$ cat src/rtl/bwu_pkg.sv
// bwu_pkg: opcodes and widths shared by the bitwise unit arbiter.
// The datapath width is fixed at 64 bits.
package bwu_pkg;

    localparam int DW = 64;

    localparam logic [2:0] BWU_AND  = 3'b000;
    localparam logic [2:0] BWU_OR   = 3'b001;
    localparam logic [2:0] BWU_XOR  = 3'b010;
    localparam logic [2:0] BWU_XNOR = 3'b011;
    localparam logic [2:0] BWU_NOT  = 3'b100;
    localparam logic [2:0] BWU_EQ   = 3'b101;

    typedef enum logic [2:0] {
        OP_AND  = BWU_AND,
        OP_OR   = BWU_OR,
        OP_XOR  = BWU_XOR,
        OP_XNOR = BWU_XNOR,
        OP_NOT  = BWU_NOT,
        OP_EQ   = BWU_EQ,
        OP_RSV6 = 3'b110,
        OP_RSV7 = 3'b111
    } bwu_op_t;

endpackage

$ cat src/rtl/rr_arbiter.sv
// rr_arbiter: combinational round-robin pick, searching upward from ptr.
// Emits a one-hot grant and its binary index.
module rr_arbiter #(
    parameter int NREQ = 4,
    parameter int IDW  = (NREQ > 1) ? $clog2(NREQ) : 1
) (
    input  logic [NREQ-1:0] req,
    input  logic [IDW-1:0]  ptr,
    output logic [NREQ-1:0] grant,
    output logic [IDW-1:0]  gidx
);

    localparam logic [IDW:0] NREQ_W = (IDW+1)'(NREQ);

    logic [IDW:0]   sum;
    logic [IDW-1:0] idx;
    logic           found;

    always_comb begin
        grant = '0;
        gidx  = '0;
        found = 1'b0;
        sum   = '0;
        idx   = '0;
        for (int k = 0; k < NREQ; k++) begin
            sum = {1'b0, ptr} + (IDW+1)'(k);
            if (sum >= NREQ_W) begin
                sum = sum - NREQ_W;
            end
            idx = sum[IDW-1:0];
            if (!found && req[idx]) begin
                grant[idx] = 1'b1;
                gidx       = idx;
                found      = 1'b1;
            end
        end
    end

endmodule

$ cat src/rtl/bitwise_unit_arbiter.sv
// bitwise_unit_arbiter: NREQ requesters share one 2-stage 64-bit logic unit.
// Define BWU_PERF_CNT_EN to add saturating per-requester grant counters.
module bitwise_unit_arbiter
    import bwu_pkg::*;
#(
    parameter int NREQ = 4,
    parameter int IDW  = (NREQ > 1) ? $clog2(NREQ) : 1
) (
    input  logic                 clk,
    input  logic                 reset_n,
    input  logic [NREQ-1:0]      req_valid,
    output logic [NREQ-1:0]      req_ready,
    input  logic [3*NREQ-1:0]    req_op,
    input  logic [DW*NREQ-1:0]   req_a,
    input  logic [DW*NREQ-1:0]   req_b,
    output logic                 rsp_valid,
    input  logic                 rsp_ready,
    output logic [IDW-1:0]       rsp_id,
    output logic [DW-1:0]        rsp_data,
    output logic                 rsp_err
`ifdef BWU_PERF_CNT_EN
    ,
    output logic [32*NREQ-1:0]   grant_cnt
`endif
);

    localparam logic [IDW:0] NREQ_W = (IDW+1)'(NREQ);

    logic            adv1, adv2;
    logic            s1_valid, s2_valid;
    bwu_op_t         s1_op;
    logic [DW-1:0]   s1_a, s1_b;
    logic [IDW-1:0]  s1_id;
    logic [IDW-1:0]  rr_ptr, rr_nxt;
    logic [IDW:0]    nxt_w;
    logic [NREQ-1:0] grant;
    logic [IDW-1:0]  gidx;
    logic [DW-1:0]   f_data;
    logic            f_err;

    assign adv2      = !s2_valid || rsp_ready;
    assign adv1      = !s1_valid || adv2;
    assign rsp_valid = s2_valid;
    assign req_ready = grant & {NREQ{adv1 & reset_n}};

    rr_arbiter #(.NREQ(NREQ), .IDW(IDW)) u_arb (
        .req   (req_valid),
        .ptr   (rr_ptr),
        .grant (grant),
        .gidx  (gidx)
    );

    assign nxt_w  = {1'b0, gidx} + (IDW+1)'(1);
    assign rr_nxt = (nxt_w == NREQ_W) ? '0 : nxt_w[IDW-1:0];

    always_ff @(posedge clk or negedge reset_n) begin
        if (!reset_n) begin
            s1_valid <= 1'b0;
            s1_op    <= OP_AND;
            s1_a     <= '0;
            s1_b     <= '0;
            s1_id    <= '0;
            rr_ptr   <= '0;
        end else if (adv1) begin
            s1_valid <= |grant;
            if (|grant) begin
                s1_op  <= bwu_op_t'(req_op[3*int'(gidx) +: 3]);
                s1_a   <= req_a[DW*int'(gidx) +: DW];
                s1_b   <= req_b[DW*int'(gidx) +: DW];
                s1_id  <= gidx;
                rr_ptr <= rr_nxt;
            end
        end
    end

    always_comb begin
        f_data = '0;
        f_err  = 1'b0;
        unique case (s1_op)
            OP_AND:  f_data = s1_a & s1_b;
            OP_OR:   f_data = s1_a | s1_b;
            OP_XOR:  f_data = s1_a ^ s1_b;
            OP_XNOR: f_data = s1_a ~^ s1_b;
            OP_NOT:  f_data = ~s1_a;
            OP_EQ:   f_data = {{(DW-1){1'b0}}, &(s1_a ~^ s1_b)};
            OP_RSV6,
            OP_RSV7: f_err  = 1'b1;
            default: f_err  = 1'b1;
        endcase
    end

    always_ff @(posedge clk or negedge reset_n) begin
        if (!reset_n) begin
            s2_valid <= 1'b0;
            rsp_id   <= '0;
            rsp_data <= '0;
            rsp_err  <= 1'b0;
        end else if (adv2) begin
            s2_valid <= s1_valid;
            if (s1_valid) begin
                rsp_id   <= s1_id;
                rsp_data <= f_data;
                rsp_err  <= f_err;
            end
        end
    end

`ifdef BWU_PERF_CNT_EN
    logic [31:0] cnt [NREQ];

    always_ff @(posedge clk or negedge reset_n) begin
        if (!reset_n) begin
            for (int i = 0; i < NREQ; i++) begin
                cnt[i] <= '0;
            end
        end else begin
            for (int i = 0; i < NREQ; i++) begin
                if (req_ready[i] && req_valid[i] && cnt[i] != 32'hFFFF_FFFF) begin
                    cnt[i] <= cnt[i] + 32'd1;
                end
            end
        end
    end

    for (genvar g = 0; g < NREQ; g++) begin : g_cnt
        assign grant_cnt[32*g +: 32] = cnt[g];
    end
`endif

endmodule

$ cat config.mk
export PLATFORM = sky130hd
export DESIGN_NAME = bitwise_unit_arbiter
export DESIGN_NICKNAME = d
export VERILOG_FILES = /design/src/rtl/bwu_pkg.sv /design/src/rtl/rr_arbiter.sv /design/src/rtl/bitwise_unit_arbiter.sv
export SDC_FILE = /design/constraint.sdc
export NUM_CORES = 1
export LEC_CHECK = 0
export CAP_MARGIN = 20
export CORE_AREA = 10 10 225 227
export DETAILED_ROUTE_END_ITERATION = 8
export DIE_AREA = 0 0 235 237
export PLACE_DENSITY_LB_ADDON = 0.2
export SLEW_MARGIN = 20
export SYNTH_ARGS = -nofsm -noshare
export SYNTH_HDL_FRONTEND = slang
export SYNTH_SLANG_ARGS = --single-unit
$ cat constraint.sdc
create_clock -name clk -period 3.7 [get_ports clk]
set_input_delay 0.37 -clock clk [delete_from_list [all_inputs] [get_ports clk]]
set_output_delay 0.37 -clock clk [all_outputs]
set_load 0.02 [all_outputs]
# ---- Word-level counts from Yosys, hierarchy flattened
# Index checks and enable logic that the tools add are counted.
dict set report op_classes {
  n_reduce_logical 20
  mul 1
  eq_ne 8
  shifts 3
  order_cmp 12
  n_addsub 8
  muxes 34
  div_mod_pow 0
  bitwise_logic 10
}
# cell count
set op_table {}
lappend op_table {{256-bit by 9-bit indexed part select with 64-bit output} 2}
lappend op_table {{64-bit case mux with 6 select lines} 1}
lappend op_table {{64-bit bitwise AND} 1}
lappend op_table {{64-bit inverter} 1}
lappend op_table {{64-bit bitwise OR} 1}
lappend op_table {{64-bit AND reduction} 1}
lappend op_table {{64-bit bitwise XNOR} 1}
lappend op_table {{64-bit XOR} 1}
lappend op_table {{2-bit 2-to-1 mux} 9}
lappend op_table {{4-bit 2-to-1 mux} 4}
lappend op_table {{3-bit equality test, second input constant} 5}
lappend op_table {{2-bit by 3-bit less-than comparator with 1-bit output, second input constant} 4}
lappend op_table {{1-bit 2-to-1 mux} 12}
lappend op_table {{4-bit bitwise OR} 3}
lappend op_table {{12-bit by 5-bit indexed part select with 3-bit output} 1}
lappend op_table {{3-bit greater-or-equal comparator, second input constant} 3}
lappend op_table {{1-bit binary-select mux with 2-bit select} 4}
lappend op_table {{1-bit demux with 2-bit select} 4}
lappend op_table {{2-bit by 1-bit greater-or-equal comparator with 1-bit output, second input constant} 4}
lappend op_table {{2-bit by 1-bit subtractor with 2-bit output, second input constant} 4}
lappend op_table {{1-bit logical AND} 7}
lappend op_table {{2-bit by 1-bit adder with 3-bit output, second input constant} 2}
lappend op_table {{2-bit by 2-bit adder with 3-bit output, second input constant} 2}
lappend op_table {{3-bit by 2-bit equality test with 1-bit output, second input constant} 2}
lappend op_table {{11 further kinds} 17}
dict set report totals {
  output_inout_bits 72
  input_bits 531
  elab_cells 106
  rom_bits 0
  n_memories 0
  ram_bits 0
  ff_bits 204
  latch_bits 0
}

# ---- Depth between registers and ports, before layout
dict set report depth {
  word_depth 17
  depth_mapped 16
  ltp_nobuf 9
}

# ---- Cells and area by module
# Synthesis repeated with hierarchy kept, for this count alone.
dict set report hier_totals {
  hier_cells 1423
  area_unflattened_um2 15124.5
}
# module area_per_inst_um2 seq_area_each_um2 instances cells_each
set modules_own_cells {}
lappend modules_own_cells {bitwise_unit_arbiter 14720.4 5104.9 1 1375}
lappend modules_own_cells {rr_arbiter 404.1 0.0 1 48}

# ---- Worst setup path after synthesis
# Ideal clock, no wire load.
dict set report synth_timing {
  kind {register -> register}
  startpoint {register rr_ptr[0]}
  endpoint {register s1_b[27]}
  stages_incl_launch_ff 17
  synth_period_minus_slack_ps 3449
  setup_time_ps 83
  t_arrival_ps 3366
  t_required_ps 3617
  slack_ps 251
  path_buffers 7
  cell_sequence {dfrtp_1 buf_4 buf_2 buf_4 inv_1 ha_1 clkbuf_1 nor3b_1 o21ai_2 o211ai_1 and2_1 buf_2 buf_2 clkbuf_1 nand2_1 a311o_1 o21ai_0}
}
dict set report synth_via {
  elab_chain_len 16
  elab_cells_between_ends 66
  cone_classes {7 x add/sub; 12 x order compare; 1 x shift; 31 x mux; 3 x bitwise; 12 x reduce/logical}
}
# item line_no
set synth_rtl {}
lappend synth_rtl {{from (decl)} bitwise_unit_arbiter.sv:34} ;# logic [IDW-1:0] rr_ptr, rr_nxt;
lappend synth_rtl {{from (signal assigned)} bitwise_unit_arbiter.sv:71} ;# rr_ptr <= rr_nxt;
lappend synth_rtl {{parallel branches: the longest is 16 deep, another holds 2-bit by 1-bit adder with 3-bit output} n/a}
lappend synth_rtl {{to (signal assigned)} bitwise_unit_arbiter.sv:69} ;# s1_b <= req_b[DW*int'(gidx) +: DW];
lappend synth_rtl {{to (decl)} bitwise_unit_arbiter.sv:32} ;# logic [DW-1:0] s1_a, s1_b;
# Parallel ways; which one is timed is not known. The select of a mux whose other input is x is not followed.
# A chain may end at the register's enable or synchronous reset.

# ---- Worst setup path in the final report
dict set report layout_timing {
  startpoint {register rr_ptr[0]}
  endpoint {output port req_ready[0]}
}
dict set report layout_via {
  elab_chain_len 15
  elab_cells_between_ends 60
  cone_classes {7 x add/sub; 12 x order compare; 27 x mux; 4 x bitwise; 10 x reduce/logical}
}
# item line_no
set layout_rtl {}
lappend layout_rtl {{parallel branches: the longest is 13 deep, another holds 2-bit by 1-bit adder with 3-bit output} n/a}
lappend layout_rtl {{4-bit 2-to-1 mux *} rr_arbiter.sv:31} ;# if (!found && req[idx]) begin
lappend layout_rtl {{4-bit bitwise AND *} bitwise_unit_arbiter.sv:44} ;# assign req_ready = grant & {NREQ{adv1 & reset_n}};
lappend layout_rtl {{to (decl)} bitwise_unit_arbiter.sv:12} ;# output logic [NREQ-1:0] req_ready,
# Mark *: on every way between the ends. The select of a mux whose other input is x is not followed.

==> impl_summary.md <==
Clock network
The number of buffers created by CTS is 25. The maximum clock insertion buffer count is 3. The clock transition at the registers of the reported paths is 0.06 ns. The cell chosen for the clock root is clkbuf_16. The TritonCTS clock tree is yes. In this run the number of H-tree levels came out at 1. The CTS sink count is 204. The clock insertion delay at the later pin of the skew report is 0.52 ns.

Global routing
Entering global routing, the biggest net connects 131 pins. The first global-routing pass estimated 114000 um of wire. Global routing consumed, over all layers together, 25.7% of the routing resources.

The number of antenna violations at the first check in global routing came to 6. The aggregate global routing overflow is 0. The number of global-route vias before repair is 18265.

STA
The slew at the pin closest to its max-slew limit is 1.06 ns. Setup repair after global routing left no endpoint under its margin. The worst path needs 3.50 ns of the cycle, external delays included. Headroom to the max-slew limit came out at 29.6%. The final worst-path setup slack is 0.199 ns. The total count of max-transition violations in the final report is 0. Based on the critical path, the design can be clocked at up to 286 MHz.

Between clock sinks in the finished design, the worst skew comes to 0.00878 ns. The part of the cycle the worst path needs is 94.6%. The total setup violations reported at the end of the flow is 0.

Setup total negative slack on the finished layout was measured at 0 ns. The number of hold violations in the final report was 0.

Logic synthesis
A synthesized cell averages 8.36 um2. The most area-hungry cell type in the Yosys netlist is dfrtp_1. During synthesis, Yosys emitted a total of 0 warnings. The synthesized netlist occupies a cell area of 16200 um2. The synthesized netlist net count is 2604. The part of the Yosys area used for sequential elements is 31.5%. Counting distinct cell types in the post-synthesis netlist gives 46. The gate count after technology mapping is 1939. Synthesis inferred 204 register bits.

After synthesis, the largest area contributor takes up 31.5% of total cell area. Yosys attributes the largest share of cell area to dfrtp_1 (31%), ha_1 (10%), a311o_1 (7.9%).

Routing
The average vias per placed instance is 5.67. Once detail routing completed, the nets flagged for antenna violations numbered 0. Before antenna repair, the detailed router went through 6 iterations. The count of vias placed by the detailed router is 17430. The DRC violations left is 0. The average routed wire per standard cell is 24.5 um.

The total detailed-routing wirelength is 75400 um. The number of DRC violations after detailed-routing iteration 0 is 1122.

Pwr
The peak ir drop on the vdd network is 547 uV. The total leakage power is 10.3 nW. In this run the power density over the cells is 956 nW/um2.

Floorplanning
603 I/O pins were placed. The die boundary height is 237 um. The row count is 79.

The initial cell density of the core is 35.1%. The die extent in x is 235 um. The die footprint is 55700 um2. In this run the standard cell core region covers 46200 um2.

Placement
The number of buffers inserted by port buffering is 602. The final estimated routing congestion in global placement is 0.877. Timing analysis after detailed placement gives a worst setup slack of 0.176 ns. The post-detailed-placement half-perimeter wirelength is 55400 um.

Critical path
The launch point of the worst reg-to-reg path is rr_ptr[0]. The signal on the critical path passes through mux4_2 > a31o_2 > a221oi_1 > a21oi_1 > a21oi_1 > nor2_1 > clkdlybuf4s50_1. Among the stages of the critical path, the cell type that occurs most often is a21oi_1. Along the worst path, the maximum fanout reaches 10. The type of the worst setup path is flop to output pin. For the worst setup path, the data required time is 3.33 ns.

The library cell contributing the largest single delay on the critical path is mux4_2. Counting cells, the worst reg-to-reg path comes to 10. The reg-to-reg critical path endpoint is s1_a[34].

The delay contributed by the slowest stage of the critical path is 0.64 ns. The endpoint type of the worst setup path is an output pin. At the worst endpoint, the arrival time is 3.13 ns. The kind of start point of the critical path is a flop. The slack of the worst reg-to-reg path is 0.39 ns.

Status
The flow ran to the end, and the final reports show no timing, DRC or antenna violations.

Final layout
The post-route netlist has 6.79% of its cells at a drive strength greater than 1. The net count of the finished layout is 3107. Relative to the synthesized area, the layout overhead comes to 47.2%.

Run
The count of max-cap constraint violations is 0.

Hold path
The path class of the tightest hold or removal check is input port to async pin.
flip-flops by register name, summed over array words and instances, names as in the netlist:
register / count
rsp_valid: 1
s1_id: 2
rsp_err: 1
s1_valid: 1
s1_a: 64
rsp_data: 64
rsp_id: 2
s1_op: 3
rr_ptr: 2
s1_b: 64
final cells by class:
| type | count | area [um2] |
|---|---|---|
| Sequential cell | 204 | 5110 |
| Antenna cell | 6 | 15.0 |
| Inverter | 158 | 596 |
| Timing Repair Buffer | 665 | 6730 |
| Clock buffer | 36 | 707 |
| Multi-Input combinational cell | 1388 | 9790 |
| Tap cell | 607 | 759 |
| Fill cell | 4328 | 22300 |
| Clock inverter | 8 | 148 |
layer usage:
| layer | wire length (um) | up-vias | track usage (%) | share of wire (%) |
|---|---|---|---|---|
| met5 | 0 | - | 0 | 0 |
| met4 | 2000 | 0 | 7.33 | 2.7 |
| met3 | 4230 | 91 | 4.33 | 5.6 |
| met2 | 38100 | 600 | 46.2 | 51 |
| met1 | 31000 | 8648 | 30.7 | 41 |
| li1 | - | 8091 | - | - |
cell families after synthesis:
group	synth area share, %
flops	31.5
mux	5.33
fa+ha+maj	10.3
xor+xnor	1.40
simple gates	15.0
compound gates	27.9
buf+inv	8.53
layout by cell type, fill, tap and decap left out, drive strengths merged, types with 2 or more instances in the layout:
| master | count |
|---|---|
| a22o | 26 |
| a31o | 2 |
| a221oi | 41 |
| nor3b | 4 |
| inv | 158 |
| clkinvlp | 3 |
| diode | 6 |
| nor2 | 8 |
| o211ai | 2 |
| nor4b | 3 |
| buf | 63 |
| dlymetal6s2s | 2 |
| nand4 | 4 |
| a21o | 6 |
| mux2 | 45 |
| nor2b | 3 |
| mux2i | 29 |
| nand2 | 338 |
| a21oi | 15 |
| nor3 | 4 |
| o221ai | 2 |
| xnor2 | 25 |
| o21ai | 196 |
| clkbuf | 36 |
| o22ai | 68 |
| a211oi | 133 |
| mux4 | 3 |
| a311o | 128 |
| a311oi | 3 |
| nand2b | 7 |
| dfrtp | 204 |
| nand3b | 2 |
| clkdlybuf4s50 | 599 |
| and3 | 131 |
| nor4 | 16 |
| and3b | 2 |
| bufinv | 4 |
| ha | 134 |
through the flow:
step	cells	power [mW]	instance area, um2	hold slack [ns]	utilization [%]
floorplan	1939	14.4	16200	0.0744	-
global placement	3019	19.8	23000	0.311	49.7
detailed placement	3019	20.2	23000	0.317	49.7
CTS	3064	22.9	23800	0.362	51.6
global route	3072	24.6	23900	0.388	51.7
finish	3072	22.8	23900	0.354	51.7
synth_stat cells (all sizes together):
master	count
nand2	338
dfrtp	204
o21ai	196
inv	158
clkbuf	137
ha	134
a211oi	133
and3	131
a311o	128
o22ai	68
buf	52
mux2	45
a221oi	41
mux2i	29
a22o	26
xnor2	25
nor4	16
a21oi	15
nor2	8
nand2b	7
a21o	6
nand4	4
nor3	4
nor3b	4
a311oi	3
mux4	3
nor2b	3
nor4b	3
a31o	2
and3b	2
nand3b	2
o211ai	2
o221ai	2
a2111oi	1
a31oi	1
and2	1
o21a	1
o21bai	1
o31ai	1
or3	1
xor2	1
where the power goes:
group,internal [mW],switching (mW),total [mW],leakage [nW]
Combinational,6.69,9.25,15.9,7.36
Sequential,3.37,0.900,4.27,2.52
Clock,1.60,1.00,2.60,0.406
worst max-delay path, delay by kind of cell (launching register included):
| kind | cells | cell delay, ns |
|---|---|---|
| buffers and inverters | 1 | 0.57 |
| AND/OR/NAND/NOR | 1 | 0.07 |
| AO/OA/AOI/OAI | 4 | 0.84 |
| flip-flops | 1 | 0.48 |
| multiplexers | 1 | 0.64 |
what timing repair did:
action                                  4_1_cts  5_1_grt
endpoints found under the setup margin        2        4
setup buffers                                 0        2
endpoints found under the hold margin        41        0
hold buffers                                  1        0
gates cloned                                  0        0
gates resized for setup                       1        2
worst max path at each step:
stage,start,to,slack (ns)
after floorplan,rr_ptr[0],s1_b[27],0.25
after global routing,rr_ptr[0],req_ready[0],0.03
after global placement,req_valid[3],s1_a[34],0.26
after detailed placement,req_valid[3],s1_b[29],0.18
after CTS,rr_ptr[0],req_ready[3],0.005
final,rr_ptr[0],req_ready[0],0.20
No activity file was read; power rests on OpenSTA's default activity.
